`config.mk`:
```
export PLATFORM = sky130hd
export DESIGN_NAME = pc_sequencer
export DESIGN_NICKNAME = d
export VERILOG_FILES = /design/src/rtl/pc_seq_pkg.sv /design/src/rtl/pc_ras.sv /design/src/rtl/pc_sequencer.sv
export SDC_FILE = /design/constraint.sdc
export NUM_CORES = 1
export LEC_CHECK = 0
export ABC_CLOCK_PERIOD_IN_PS = 14400
export BUFFER_PORTS_ARGS = -buffer_cell sky130_fd_sc_hd__buf_2
export CAP_MARGIN = 20
export CORE_MARGIN = 2
export CORE_UTILIZATION = 45
export CTS_CLUSTER_SIZE = 16
export DETAILED_ROUTE_END_ITERATION = 8
export GPL_TIMING_DRIVEN = 0
export PLACE_DENSITY = 0.69
export SLEW_MARGIN = 40
export SYNTH_ARGS = -nofsm -noshare
export SYNTH_HDL_FRONTEND = slang
export SYNTH_SLANG_ARGS = --single-unit
export TNS_END_PERCENT = 1
```
`constraint.sdc`:
```
create_clock -name CLK -period 14.4 [get_ports CLK]
set_clock_uncertainty 0.2 [all_clocks]
set_input_delay 2.88 -clock CLK [delete_from_list [all_inputs] [get_ports CLK]]
set_output_delay 2.88 -clock CLK [all_outputs]
set_load 0.01 [all_outputs]
```
`src/rtl/pc_seq_pkg.sv`:
```
// pc_seq_pkg: shared types and default parameter values for the PC sequencer.
//   pc_sel_t    next-PC source selector
//   DEF_*       default values for the pc_sequencer / pc_ras parameters
package pc_seq_pkg;

    typedef enum logic [1:0] {
        SEL_SEQ = 2'd0,
        SEL_REL = 2'd1,
        SEL_REG = 2'd2,
        SEL_RAS = 2'd3
    } pc_sel_t;

    localparam int unsigned       DEF_PC_W       = 64;
    localparam int unsigned       DEF_INST_BYTES = 4;
    localparam int unsigned       DEF_IMM_SHIFT  = 2;
    localparam int unsigned       DEF_RAS_DEPTH  = 4;
    localparam logic [63:0]       DEF_RESET_PC   = 64'h0;

endpackage

```
`src/rtl/pc_ras.sv`:
```
// pc_ras: circular return-address stack.
//   clk, rst_n  clock, asynchronous active-low reset (discards all entries)
//   push        write push_data as the new top (overwrites oldest when full)
//   pop         drop the top entry; ignored when empty
//   push_data   value to push
//   top         current top entry (undefined when empty)
//   empty       registered, high when the stack holds no entries
module pc_ras
    import pc_seq_pkg::*;
#(
    parameter int unsigned W     = DEF_PC_W,
    parameter int unsigned DEPTH = DEF_RAS_DEPTH
) (
    input  logic         clk,
    input  logic         rst_n,
    input  logic         push,
    input  logic         pop,
    input  logic [W-1:0] push_data,
    output logic [W-1:0] top,
    output logic         empty
);

    localparam int unsigned PTR_W = $clog2(DEPTH);
    localparam int unsigned CNT_W = $clog2(DEPTH) + 1;

    logic [W-1:0]     mem [DEPTH];
    logic [PTR_W-1:0] ptr;
    logic [PTR_W-1:0] ptr_nxt;
    logic [CNT_W-1:0] cnt;
    logic [CNT_W-1:0] cnt_nxt;
    logic             do_pop;

    assign do_pop = pop && (cnt != '0);
    assign top    = mem[ptr];

    // Pointer/count update; push+pop replaces the top entry in place.
    always_comb begin
        ptr_nxt = ptr;
        cnt_nxt = cnt;
        if (push && do_pop) begin
            ptr_nxt = ptr;
            cnt_nxt = cnt;
        end else if (push) begin
            ptr_nxt = ptr + PTR_W'(1);
            if (cnt != CNT_W'(DEPTH)) begin
                cnt_nxt = cnt + CNT_W'(1);
            end
        end else if (do_pop) begin
            ptr_nxt = ptr - PTR_W'(1);
            cnt_nxt = cnt - CNT_W'(1);
        end
    end

    // Control state.
    always_ff @(posedge clk or negedge rst_n) begin
        if (!rst_n) begin
            ptr   <= '0;
            cnt   <= '0;
            empty <= 1'b1;
        end else begin
            ptr   <= ptr_nxt;
            cnt   <= cnt_nxt;
            empty <= (cnt_nxt == '0);
        end
    end

    // Entry storage; contents are don't-care after reset.
    always_ff @(posedge clk) begin
        if (push) begin
            mem[ptr_nxt] <= push_data;
        end
    end

endmodule

```
`src/rtl/pc_sequencer.sv`:
```
// pc_sequencer: registered program counter with next-PC selection.
// Optional return-address stack enabled by defining PC_SEQ_RAS_EN; when
// undefined, Ret acts as BranchReg, Link is ignored and RasEmpty is tied 1.
//   CLK, Reset_L   clock, asynchronous active-low reset
//   Stall          hold PC and suppress stack updates
//   Branch/ALUZero conditional PC-relative branch
//   Uncondbranch   unconditional PC-relative branch
//   BranchReg      register-indirect branch to RegTarget
//   Link / Ret     call (push SeqPC) / return (pop stack)
//   SignExtImm     branch offset in instruction units
//   RegTarget      register branch target
//   CurrentPC      registered PC
//   NextPC, Taken  combinational next PC and non-sequential flag
//   RasEmpty       registered stack-empty flag
module pc_sequencer
    import pc_seq_pkg::*;
#(
    parameter int unsigned      PC_W       = DEF_PC_W,
    parameter int unsigned      INST_BYTES = DEF_INST_BYTES,
    parameter int unsigned      IMM_SHIFT  = DEF_IMM_SHIFT,
    parameter logic [PC_W-1:0]  RESET_PC   = PC_W'(DEF_RESET_PC),
    parameter int unsigned      RAS_DEPTH  = DEF_RAS_DEPTH
) (
    input  logic            CLK,
    input  logic            Reset_L,
    input  logic            Stall,
    input  logic            Branch,
    input  logic            ALUZero,
    input  logic            Uncondbranch,
    input  logic            BranchReg,
    input  logic            Link,
    input  logic            Ret,
    input  logic [PC_W-1:0] SignExtImm,
    input  logic [PC_W-1:0] RegTarget,
    output logic [PC_W-1:0] CurrentPC,
    output logic [PC_W-1:0] NextPC,
    output logic            Taken,
    output logic            RasEmpty
);

    logic [PC_W-1:0] seq_pc;
    logic [PC_W-1:0] rel_pc;
    logic [PC_W-1:0] ras_top;
    logic            ras_empty;
    pc_sel_t         sel;

    assign seq_pc = CurrentPC + PC_W'(INST_BYTES);
    assign rel_pc = CurrentPC + (SignExtImm << IMM_SHIFT);

`ifdef PC_SEQ_RAS_EN
    pc_ras #(
        .W     (PC_W),
        .DEPTH (RAS_DEPTH)
    ) u_ras (
        .clk       (CLK),
        .rst_n     (Reset_L),
        .push      (Link && !Stall),
        .pop       (Ret && !Stall),
        .push_data (seq_pc),
        .top       (ras_top),
        .empty     (ras_empty)
    );
`else
    // No stack: Ret always falls through to the register target.
    assign ras_top   = '0;
    assign ras_empty = 1'b1;
    logic unused_ras;
    assign unused_ras = &{1'b0, Link, RAS_DEPTH[0]};
`endif

    assign RasEmpty = ras_empty;

    // Fixed-priority source select.
    always_comb begin
        sel = SEL_SEQ;
        if (Ret && !ras_empty) begin
            sel = SEL_RAS;
        end else if (Ret || BranchReg) begin
            sel = SEL_REG;
        end else if (Uncondbranch || (Branch && ALUZero)) begin
            sel = SEL_REL;
        end
    end

    always_comb begin
        NextPC = seq_pc;
        case (sel)
            SEL_REL: NextPC = rel_pc;
            SEL_REG: NextPC = RegTarget;
            SEL_RAS: NextPC = ras_top;
            default: NextPC = seq_pc;
        endcase
    end

    assign Taken = (sel != SEL_SEQ);

    // Architectural PC.
    always_ff @(posedge CLK or negedge Reset_L) begin
        if (!Reset_L) begin
            CurrentPC <= RESET_PC;
        end else if (!Stall) begin
            CurrentPC <= NextPC;
        end
    end

endmodule

```
==> summary.txt <==
Power
  – Leakage Power: 4.649 nW
  – Internal power: 0.5238 mW
  – Worst VDD drop: 0.00005661 V
  – Pwr Total: 0.8684 mW
  – Clock Power Share: 0.287
  – Sequential share of power: 0.270
  – Sw Ratio: 0.3969
  – Sw power: 0.3446 mW
  – Pwr Density: 91.60 mW/mm^2
  – Comb power frac: 0.443

Yosys
  – Post-Syn Area: 0.007548 sq mm
  – Syn nets: 1174
  – Adder-cell share of the synthesized area: 0.1038
  – Synthesized instance count: 975
  – Yosys top cell by area: dfrtp_1
  – Post-synth EDFFs: 0
  – Cell variety after synth: 74
  – Post-synthesis mux area share: 0.08221
  – Largest family of logic cells by synthesized area: compound AO/OA/AOI/OAI gates
  – Seq/Total Area, Yosys: 0.2122
  – Simple-gate share of the synthesized area: 0.2334
  – Post-Synthesis Mean Instance Area: 7.742 sq um
  – #FFs+latches synth: 64
  – Post-Synth XOR/XNOR Area: 0.06464
  – Ys flop type: dfrtp_1
  – Synth area leaders: dfrtp_1, ha_1, mux2_2, nand2_1, a21oi_1
  – Share of the synthesized area in the top cell type: 0.2122
  – Ys async rst share: 1.000
  – Synth warnings: 0
  – Compound-Gate Fraction of Synth Area: 0.2584

Route
  – Drt pass-1 iters: 5
  – Via count: 8520
  – Remaining DRCs: 0
  – Wirelength per Cell: 18.60 microns
  – Post-Route WL: 27.38 mm
  – Routed Antenna Nets: 0
  – Vias per cell: 5.788
  – Drt initial violations: 570

Floorplanning
  – Floorplan core area: 0.01647 sq mm
  – Die Y-Extent: 133.5 microns
  – Die area: 0.01783 sq mm
  – Initial Util: 0.4584
  – Num ports: 267
  – FP Rows: 47
  – Die width: 133.5 microns

Critical path
  – Slowest CP cell: or3_1
  – Crit-path cells: buf_2, or2_2, clkbuf_1, clkbuf_1, clkbuf_1, or3_1, ha_1, fa_1, a21o_1, a221o_1, a31oi_1, a21oi_1, a21oi_1, o21ai_0, a31oi_1, xnor2_1, mux2_2, buf_2
  – Slowest stage delay, CP: 0.45 ns
  – Max FO, Critical Path: 10
  – CP endpoint kind: output pin
  – Setup CP Type: in2out
  – Req. time, crit path: 11.32 ns
  – Worst Setup Start Kind: input port
  – Worst Path Arrival: 8.11 ns
  – Most used cell, CP: clkbuf_1

Final layout
  – Antenna cells: 0
  – Layout cell share with drive strength beyond 1: 0.2915
  – Largest register FFs: 64
  – Finished Cell Area: 0.009480 sq mm
  – Largest registers: CurrentPC: 64 flops
  – Final #Nets: 1447
  – Area grow syn2layout: 25.59%
  – Finished Layout Cells: 1472
  – Fill count: 1648
  – Top reg by flops: CurrentPC

Min path
  – Worst hold path class: reg2reg

Timing
  – RSZ-0062 raised after global routing: no
  – Worst Setup Slack, final: 3.213 ns
  – Peak Freq: 89.39 MHz
  – Clock period minus worst slack: 11.19 ns
  – Worst Tran Pin Value: 0.8713 ns
  – Hold Vio Cnt, Final: 0
  – Slew Viols, Final: 0
  – Slew HR: 0.4191
  – Tcrit/Tclk final: 0.7769
  – Setup TNS: 0 ns
  – Final setup viols: 0

Placed design
  – Routability congestion estimate from global placement: 0.9261
  – Post-detail-place hpwl: 21.80 mm
  – Number of I/O port buffers: 261
  – Dpl cell area: 0.009159 sq mm
  – Post-Place Cells: 1457
  – Worst slack, placed: 3.368 ns

Clocking
  – Number of setup buffers added after CTS: 0
  – Worst-Skew Late Latency: 0.35 ns
  – Clock sink total: 64
  – CTS Buffer Depth: 2
  – CTS Hold Buffers Added: 0
  – Post-cts repair resize count: 0
  – Cts bufs inserted: 9
  – H-tree depth: 3
  – Clk root buf: clkbuf_16
  – Reg clk slew, reported paths: 0.06 ns
  – CTS tree: yes

Global routing
  – M1 GR Usage: 0.4012
  – GR Util met2: 0.5117
  – Initial antenna violation count: 2
  – Vias in the first global route: 8336
  – GRT Util Overall: 0.3037
  – Gr busiest metal: met2
  – Grt met3 use: 0.04262
  – First-pass GRT wire length: 43.10 mm
  – Overflow after GRT: 0
  – Pin count of the biggest net entering global routing: 34

Run status
  – Status: finished, final reports clean

Job
  – Max Cap Violations: 0
cells in the final DEF, fill, tap and decap left out, types with 6 or more instances in the layout:
cell / netlist / layout
clkbuf_1: 47 / 48
o21ai_0: 93 / 93
nand3_1: 15 / 15
a21oi_1: 93 / 93
clkbuf_16: 0 / 9
xnor2_1: 30 / 30
nor2_1: 37 / 36
a31oi_1: 12 / 12
a21o_1: 36 / 36
and2_1: 70 / 70
nand4_1: 23 / 23
xor2_1: 23 / 23
nor3b_1: 9 / 9
o21a_1: 9 / 9
a211oi_1: 6 / 6
o211ai_1: 13 / 13
buf_4: 6 / 6
ha_1: 61 / 61
nor3_1: 19 / 19
mux2_2: 52 / 52
o21bai_1: 11 / 11
dfrtp_1: 64 / 64
buf_2: 8 / 268
nand2_1: 127 / 127
inv_1: 15 / 15
critical path: cells and delay by family:
family | cells | cell delay [ns]
XOR/XNOR | 1 | 0.14
AO/OA/AOI/OAI | 7 | 2.07
adder cells (fa/ha/maj) | 2 | 0.65
multiplexers | 1 | 0.28
AND/OR/NAND/NOR | 2 | 0.76
buffers and inverters | 5 | 1.33
metrics by stage:
stage,hold WS (ns),utilization
final,0.3242,0.5758
after global routing,0.3564,0.5758
after CTS,0.3252,0.5758
after detailed placement,0.3140,0.5562
after global placement,0.3114,0.5545
after floorplan,0.3534,-
synthesized netlist by cell type (11+ instances only):
| cell | number |
|---|---|
| a21o_1 | 36 |
| a21oi_1 | 93 |
| a31oi_1 | 12 |
| and2_1 | 70 |
| clkbuf_1 | 47 |
| dfrtp_1 | 64 |
| ha_1 | 61 |
| inv_1 | 15 |
| mux2_2 | 52 |
| nand2_1 | 127 |
| nand3_1 | 15 |
| nand4_1 | 23 |
| nor2_1 | 37 |
| nor3_1 | 19 |
| o211ai_1 | 13 |
| o21ai_0 | 93 |
| o21bai_1 | 11 |
| xnor2_1 | 30 |
| xor2_1 | 23 |
per-layer routing:
metal	wire, microns	vias up
met3	2053	48
li1	-	4091
met1	11830	4012
met4	641	0
met5	0	-
met2	12860	369
power by group through the flow:
stage | combinational [mW] | sequential, mW | clock (mW)
6_report | 0.385 | 0.234 | 0.250
3_5_place_dp | 0.379 | 0.236 | 0
4_1_cts | 0.383 | 0.234 | 0.251
5_1_grt | 0.422 | 0.237 | 0.258
2_1_floorplan | 0.233 | 0.243 | 0
3_3_place_gp | 0.377 | 0.236 | 0
area by class of cell:
| type | count | area (sq um) | area share |
|---|---|---|---|
| multi-input combinational | 830 | 5610 | 0.5918 |
| sequential | 64 | 1602 | 0.1689 |
| timing repair buffer | 262 | 1333 | 0.1406 |
| buffer | 66 | 282.8 | 0.02983 |
| tap | 220 | 275.3 | 0.02904 |
| clock buffer | 12 | 256.5 | 0.02706 |
| clock inverter | 3 | 65.06 | 0.006863 |
| inverter | 15 | 56.30 | 0.005939 |
final timing paths:
| path | startpoint | endpoint | slack, ns | depth (start not counted) |
|---|---|---|---|---|
| worst max-delay path | BranchReg | NextPC[60] | 3.21 | 18 |
| worst min-delay path | CurrentPC[48] | CurrentPC[48] | 0.32 | 2 |
| worst max register to register | CurrentPC[2] | CurrentPC[52] | 10.49 | 11 |
| worst min register to register | CurrentPC[48] | CurrentPC[48] | 0.32 | 2 |
| max in group asynchronous | Reset_L | CurrentPC[56] | 11.28 | 2 |
| min in group asynchronous | Reset_L | CurrentPC[33] | 2.21 | 1 |
cells by family after synthesis:
group / after synthesis
compound gates: 316
xor+xnor: 54
fa+ha+maj: 62
buf+inv: 81
flops: 64
mux: 55
other cells: 1
simple gates: 342
Power figures use the tool's default switching activity.
